`config.mk`:
```
export PLATFORM = sky130hd
export DESIGN_NAME = product_accumulator
export DESIGN_NICKNAME = d
export VERILOG_FILES = /design/src/rtl/product_accumulator_pkg.sv /design/src/rtl/product_accumulator.sv
export SDC_FILE = /design/constraint.sdc
export NUM_CORES = 1
export LEC_CHECK = 0
export BUFFER_PORTS_ARGS = -buffer_cell sky130_fd_sc_hd__clkbuf_2
export CELL_PAD_IN_SITES_DETAIL_PLACEMENT = 1
export CELL_PAD_IN_SITES_GLOBAL_PLACEMENT = 1
export CORE_MARGIN = 4
export CORE_UTILIZATION = 37
export DETAILED_ROUTE_END_ITERATION = 8
export PLACE_DENSITY_LB_ADDON = 0.1
export SLEW_MARGIN = 0
export SYNTH_ARGS = -nofsm -noshare
export SYNTH_HDL_FRONTEND = slang
export SYNTH_SLANG_ARGS = --single-unit
```
`constraint.sdc`:
```
create_clock -name clk -period 2.3 [get_ports clk]
set_input_delay 0.345 -clock clk [delete_from_list [all_inputs] [get_ports clk]]
set_output_delay 0.345 -clock clk [all_outputs]
set_load 0.05 [all_outputs]
```
`src/rtl/product_accumulator_pkg.sv`:
```
// Shared types and constants for the product accumulator.
// Output register states, multiplier widths, counter helper.
package product_accumulator_pkg;

  localparam int MULT_WIDTH = 8;
  localparam int MULT_AW    = 4;

  typedef enum logic {
    EMPTY = 1'b0,
    FULL  = 1'b1
  } state_t;

  // All-ones value of a w-bit saturating counter.
  function automatic int sat_count(input int w);
    return (1 << w) - 1;
  endfunction

endpackage

```
`src/rtl/product_accumulator.sv`:
```
// Sums packets of unsigned multiplier products (dot-product reduce).
// Ports: clk, reset, in_valid/in_ready/product/in_last in,
//        out_valid/out_ready/sum/overflow/count out.
module product_accumulator
  import product_accumulator_pkg::*;
#(
  parameter int WIDTH       = 8,
  parameter int ACC_WIDTH   = 16,
  parameter int COUNT_WIDTH = 4
) (
  input  logic                   clk,
  input  logic                   reset,
  input  logic                   in_valid,
  output logic                   in_ready,
  input  logic [WIDTH-1:0]       product,
  input  logic                   in_last,
  output logic                   out_valid,
  input  logic                   out_ready,
  output logic [ACC_WIDTH-1:0]   sum,
  output logic                   overflow,
  output logic [COUNT_WIDTH-1:0] count
);

  localparam logic [COUNT_WIDTH-1:0] SAT =
    COUNT_WIDTH'(sat_count(COUNT_WIDTH));

  state_t                 state;
  logic [ACC_WIDTH-1:0]   acc;
  logic                   acc_ovf;
  logic [COUNT_WIDTH-1:0] term_cnt;

  logic                   in_fire;
  logic [ACC_WIDTH:0]     add;
  logic [ACC_WIDTH-1:0]   acc_next;
  logic                   ovf_next;
  logic [COUNT_WIDTH-1:0] cnt_next;

  assign in_ready = (state == EMPTY) | out_ready;
  assign in_fire  = in_valid & in_ready;

  // Extra top bit captures the carry out of the add.
  assign add = {1'b0, acc}
             + {{(ACC_WIDTH-WIDTH+1){1'b0}}, product};
  assign acc_next = add[ACC_WIDTH-1:0];
  assign ovf_next = acc_ovf | add[ACC_WIDTH];
  assign cnt_next = (term_cnt == SAT) ? term_cnt
                  : term_cnt + 1'b1;

  always_ff @(posedge clk or posedge reset) begin
    if (reset) begin
      state     <= EMPTY;
      out_valid <= 1'b0;
      sum       <= '0;
      overflow  <= 1'b0;
      count     <= '0;
      acc       <= '0;
      acc_ovf   <= 1'b0;
      term_cnt  <= '0;
    end else begin
      if (in_fire && in_last) begin
        // Replaces any result leaving this same edge.
        state     <= FULL;
        out_valid <= 1'b1;
        sum       <= acc_next;
        overflow  <= ovf_next;
        count     <= cnt_next;
        acc       <= '0;
        acc_ovf   <= 1'b0;
        term_cnt  <= '0;
      end else begin
        if (in_fire) begin
          acc      <= acc_next;
          acc_ovf  <= ovf_next;
          term_cnt <= cnt_next;
        end
        if (out_valid && out_ready) begin
          state     <= EMPTY;
          out_valid <= 1'b0;
        end
      end
    end
  end

endmodule

```
==> metrics.md <==
| Metric | Value |
|---|---|
| Outcome | finished, final reports clean |
| Critical-path cell list | ha_1, o211ai_1, o211ai_2, nand2_1, or3b_1, o21ai_1 |
| Clock power share | 0.172 |
| 1st-pass router iterations | 4 |
| Setup crit end kind | register |
| Synth Cell Area | 2230 µm² |
| Final period util | 0.919 |
| Core region area | ~5700 µm² |
| CTS tree | built |
| Share of Yosys cell area claimed by the top area cell type | 0.483 |
| Vias per inst | 5.42 |
| DIE HEIGHT | 85.6 µm |
| Clock-pin slew on the worst setup and hold paths | 0.09 ns |
| Initial core utilization | 0.392 |
| Setup TNS | 0 ns |
| Post-DP HPWL | 3.89 mm |
| Slowest stage delay, CP | 0.42 ns |
| Setup ws final | 0.186 ns |
| Clock sinks | 43 |
| Syn_nets | 242 |
| Nets | 284 |
| Synth Flop Type | dfrtp_1 |
| Switching share of power | 0.457 |
| Grt ovf | 0 |
| Port bufs | 35 |
| Min cycle time layout | 2.11 ns |
| Worst Tran Pin Value | 0.777 ns |
| Combinational share of power | 0.457 |
| Syn avg cell area | 10.2 µm² |
| CP Data Arrival Time | between 2 and 2.5 ns |
| Die ar. | 7320 µm² |
| Drt drc | 0 |
| Post-synth top area cell | dfrtp_1 |
| EDFF count, synth | 0 |
| Relative slew slack | 0.479 |
| Reg2Reg Depth | 6 |
| Via count | about 1800 |
| DR WL/cell | approximately 16 µm |
| # setup viols final | 0 |
| Diode count | 0 |
| RSZ-0062 raised after global routing | no |
| Ys async rst share | 1.00 |
| Max-cap viol count | 0 |
| Initial antenna violation count | 0 |
| First-pass GRT wire length | 9.54 mm |
| Clock root buffer | clkbuf_8 |
| Drt initial violations | 105 |
| Fmax | 0.473 GHz |
| Net switching power figure | between 1 and 1.5 mW |
| Sequential fraction of the synthesis area | 0.483 |
| Antenna Violating Nets Remaining | 0 |
| Max Clock Skew | 0.0102 ns |
| Part of the power in registers | 0.371 |
| Critical path's slowest cell | or3b_1 |
| WL final | between 5 and 6 mm |
| Pre-CTS WS | between 0.08 and 0.09 ns |
| Largest net degree at the start of global routing | 26 |
| Yosys Warn Count | 0 |
| Critical path startpoint category | register |
| Vias in the first global route | 1890 |
| Fin. max-slew vios | 0 |
| Power Density | around 1100 nW/µm² |
| CP Max Fanout | 8 |
| Row count | 27 |
| Yosys reg bits | 43 |
| Worst hold path type | in2async |
| Synthesized instance count | 219 |
| Final GP Congestion | 0.699 |
| Top-Level Pins | 36 |
| Cts bufs inserted | 5 |
| Worst-Skew Late Latency | 0.31 ns |
| Area Overhead vs Synth | 17.6% |
| Internal power | 1.55 mW |
| GRT Resource Usage Total | 0.164 |
| Htree depth | 2 |
| VDD IR-drop max | 0.562 mV |
| Leakage | 1.26 nW |
| Final Hold Viols | 0 |
| Top cells by area, synth | dfrtp_1 (48%), nand2_1 (6.4%), o21ai_0 (5.8%) |
| Post-CTS Setup Repair Bufs | 0 |
| Worst Path Required | 2.53 ns |
| Unique masters post-synth | 40 |
| Layout cells sized above 1 | 0.240 |
| Setup CP Type | reg2reg |
| Max clock buf depth | 2 |
| DIE WIDTH | about 86 µm |
[flip-flops by register name, indices dropped and copies added (netlist names)]
register,count
acc,16
term_cnt,4
state,1
overflow,1
count,4
sum,16
acc_ovf,1
[cell usage after synthesis, types with 2 or more instances]
master    instances
mux2i_1           2
o21ai_1           5
o21ai_0          26
nand4_1           3
a211oi_1          2
nand2_1          38
a31oi_1           2
ha_1              9
a41oi_1           2
a21bo_1           3
o211ai_1          2
mux2_2            3
inv_1             2
xnor2_1           8
o31ai_1           7
a21oi_2           2
a21oi_1          10
nor2_1            4
xor2_1            7
clkbuf_1          7
and2_1            3
nand3_1           4
nand3b_1          5
dfrtp_1          43
a21o_1            4
nand2b_1          2
[kinds of logic after synthesis]
logic type	after synthesis	synth area share
muxes	5	0.0242
buffers and inverters	9	0.0152
and+or+nand+nor	64	0.138
DFF	43	0.483
AOI/OAI and AO/OA	73	0.221
adders and majority gates	10	0.0596
xor gates and xnor gates	15	0.0590
[placed cells by master, fill, tap and decap left out, types with 3 or more instances in the layout]
cell      count
dfrtp_1      43
nand2_1      38
clkbuf_2     35
o21ai_0      26
a21oi_1      10
ha_1          9
xnor2_1       8
xor2_1        7
o31ai_1       7
buf_4         6
o21ai_1       5
nand3b_1      5
clkbuf_8      5
a21o_1        4
nand3_1       4
nor2_1        4
and2_1        3
mux2_2        3
nand4_1       3
a21bo_1       3
clkinv_2      3
[cell type report]
type	instances	area, µm²
clock buffers	5	68.8
clock inverters	3	15.0
fillers	663	3060
inverters	2	7.51
multi-input cells	167	1120
flip-flops and latches	43	1080
well taps	72	90.1
repair buffers	42	240
[through the flow]
stage	utilization	instance area [µm²]	power [mW]	cells	hold WS (ns)
after floorplan	-	2230	2.04	219	0.443
after global placement	0.446	2530	2.36	326	0.395
after detailed placement	0.446	2530	2.38	326	0.414
after CTS	0.461	2620	2.88	334	0.0748
after global routing	0.462	2620	3.06	334	0.105
final	0.462	2620	2.84	334	0.0500
[timing repair]
item	CTS	global route
hold buffers	0	0
endpoints found under the setup margin	0	4
gates resized for setup	0	1
endpoints found under the hold margin	0	0
[power by group through the flow]
| stage | combinational, mW | clock [mW] | sequential [mW] |
|---|---|---|---|
| 5_1_grt | 1.43 | 0.540 | 1.08 |
| 4_1_cts | 1.31 | 0.507 | 1.06 |
| 2_1_floorplan | 0.634 | 0 | 1.40 |
| 3_5_place_dp | 1.30 | 0 | 1.07 |
| 3_3_place_gp | 1.29 | 0 | 1.06 |
| 6_report | 1.30 | 0.488 | 1.06 |
[critical path, delay by kind of cell (launching register included)]
kind	cells	cell delay (ns)
flops	1	0.39
simple gates	2	0.59
fa+ha+maj	1	0.37
compound gates	3	0.69
[path summary, 6_finish.rpt]
check | slack [ns] | start | end
hold reg to reg | 0.48 | acc[0] | acc[0]
max in group asynchronous | 1.70 | reset | acc[5]
hold / removal | 0.05 | reset | term_cnt[2]
setup / recovery | 0.19 | acc[5] | acc_ovf
setup reg to reg | 0.19 | acc[5] | acc_ovf
min in group clk | 0.38 | out_ready | state
[routing by layer]
metal | part of all wire | track usage
met1 | 0.48 | 0.224
met2 | 0.47 | 0.261
met3 | 0.037 | 0.0355
met4 | 0.013 | 0.0475
met5 | 0 | 0
(Power assumes the default switching activity.)
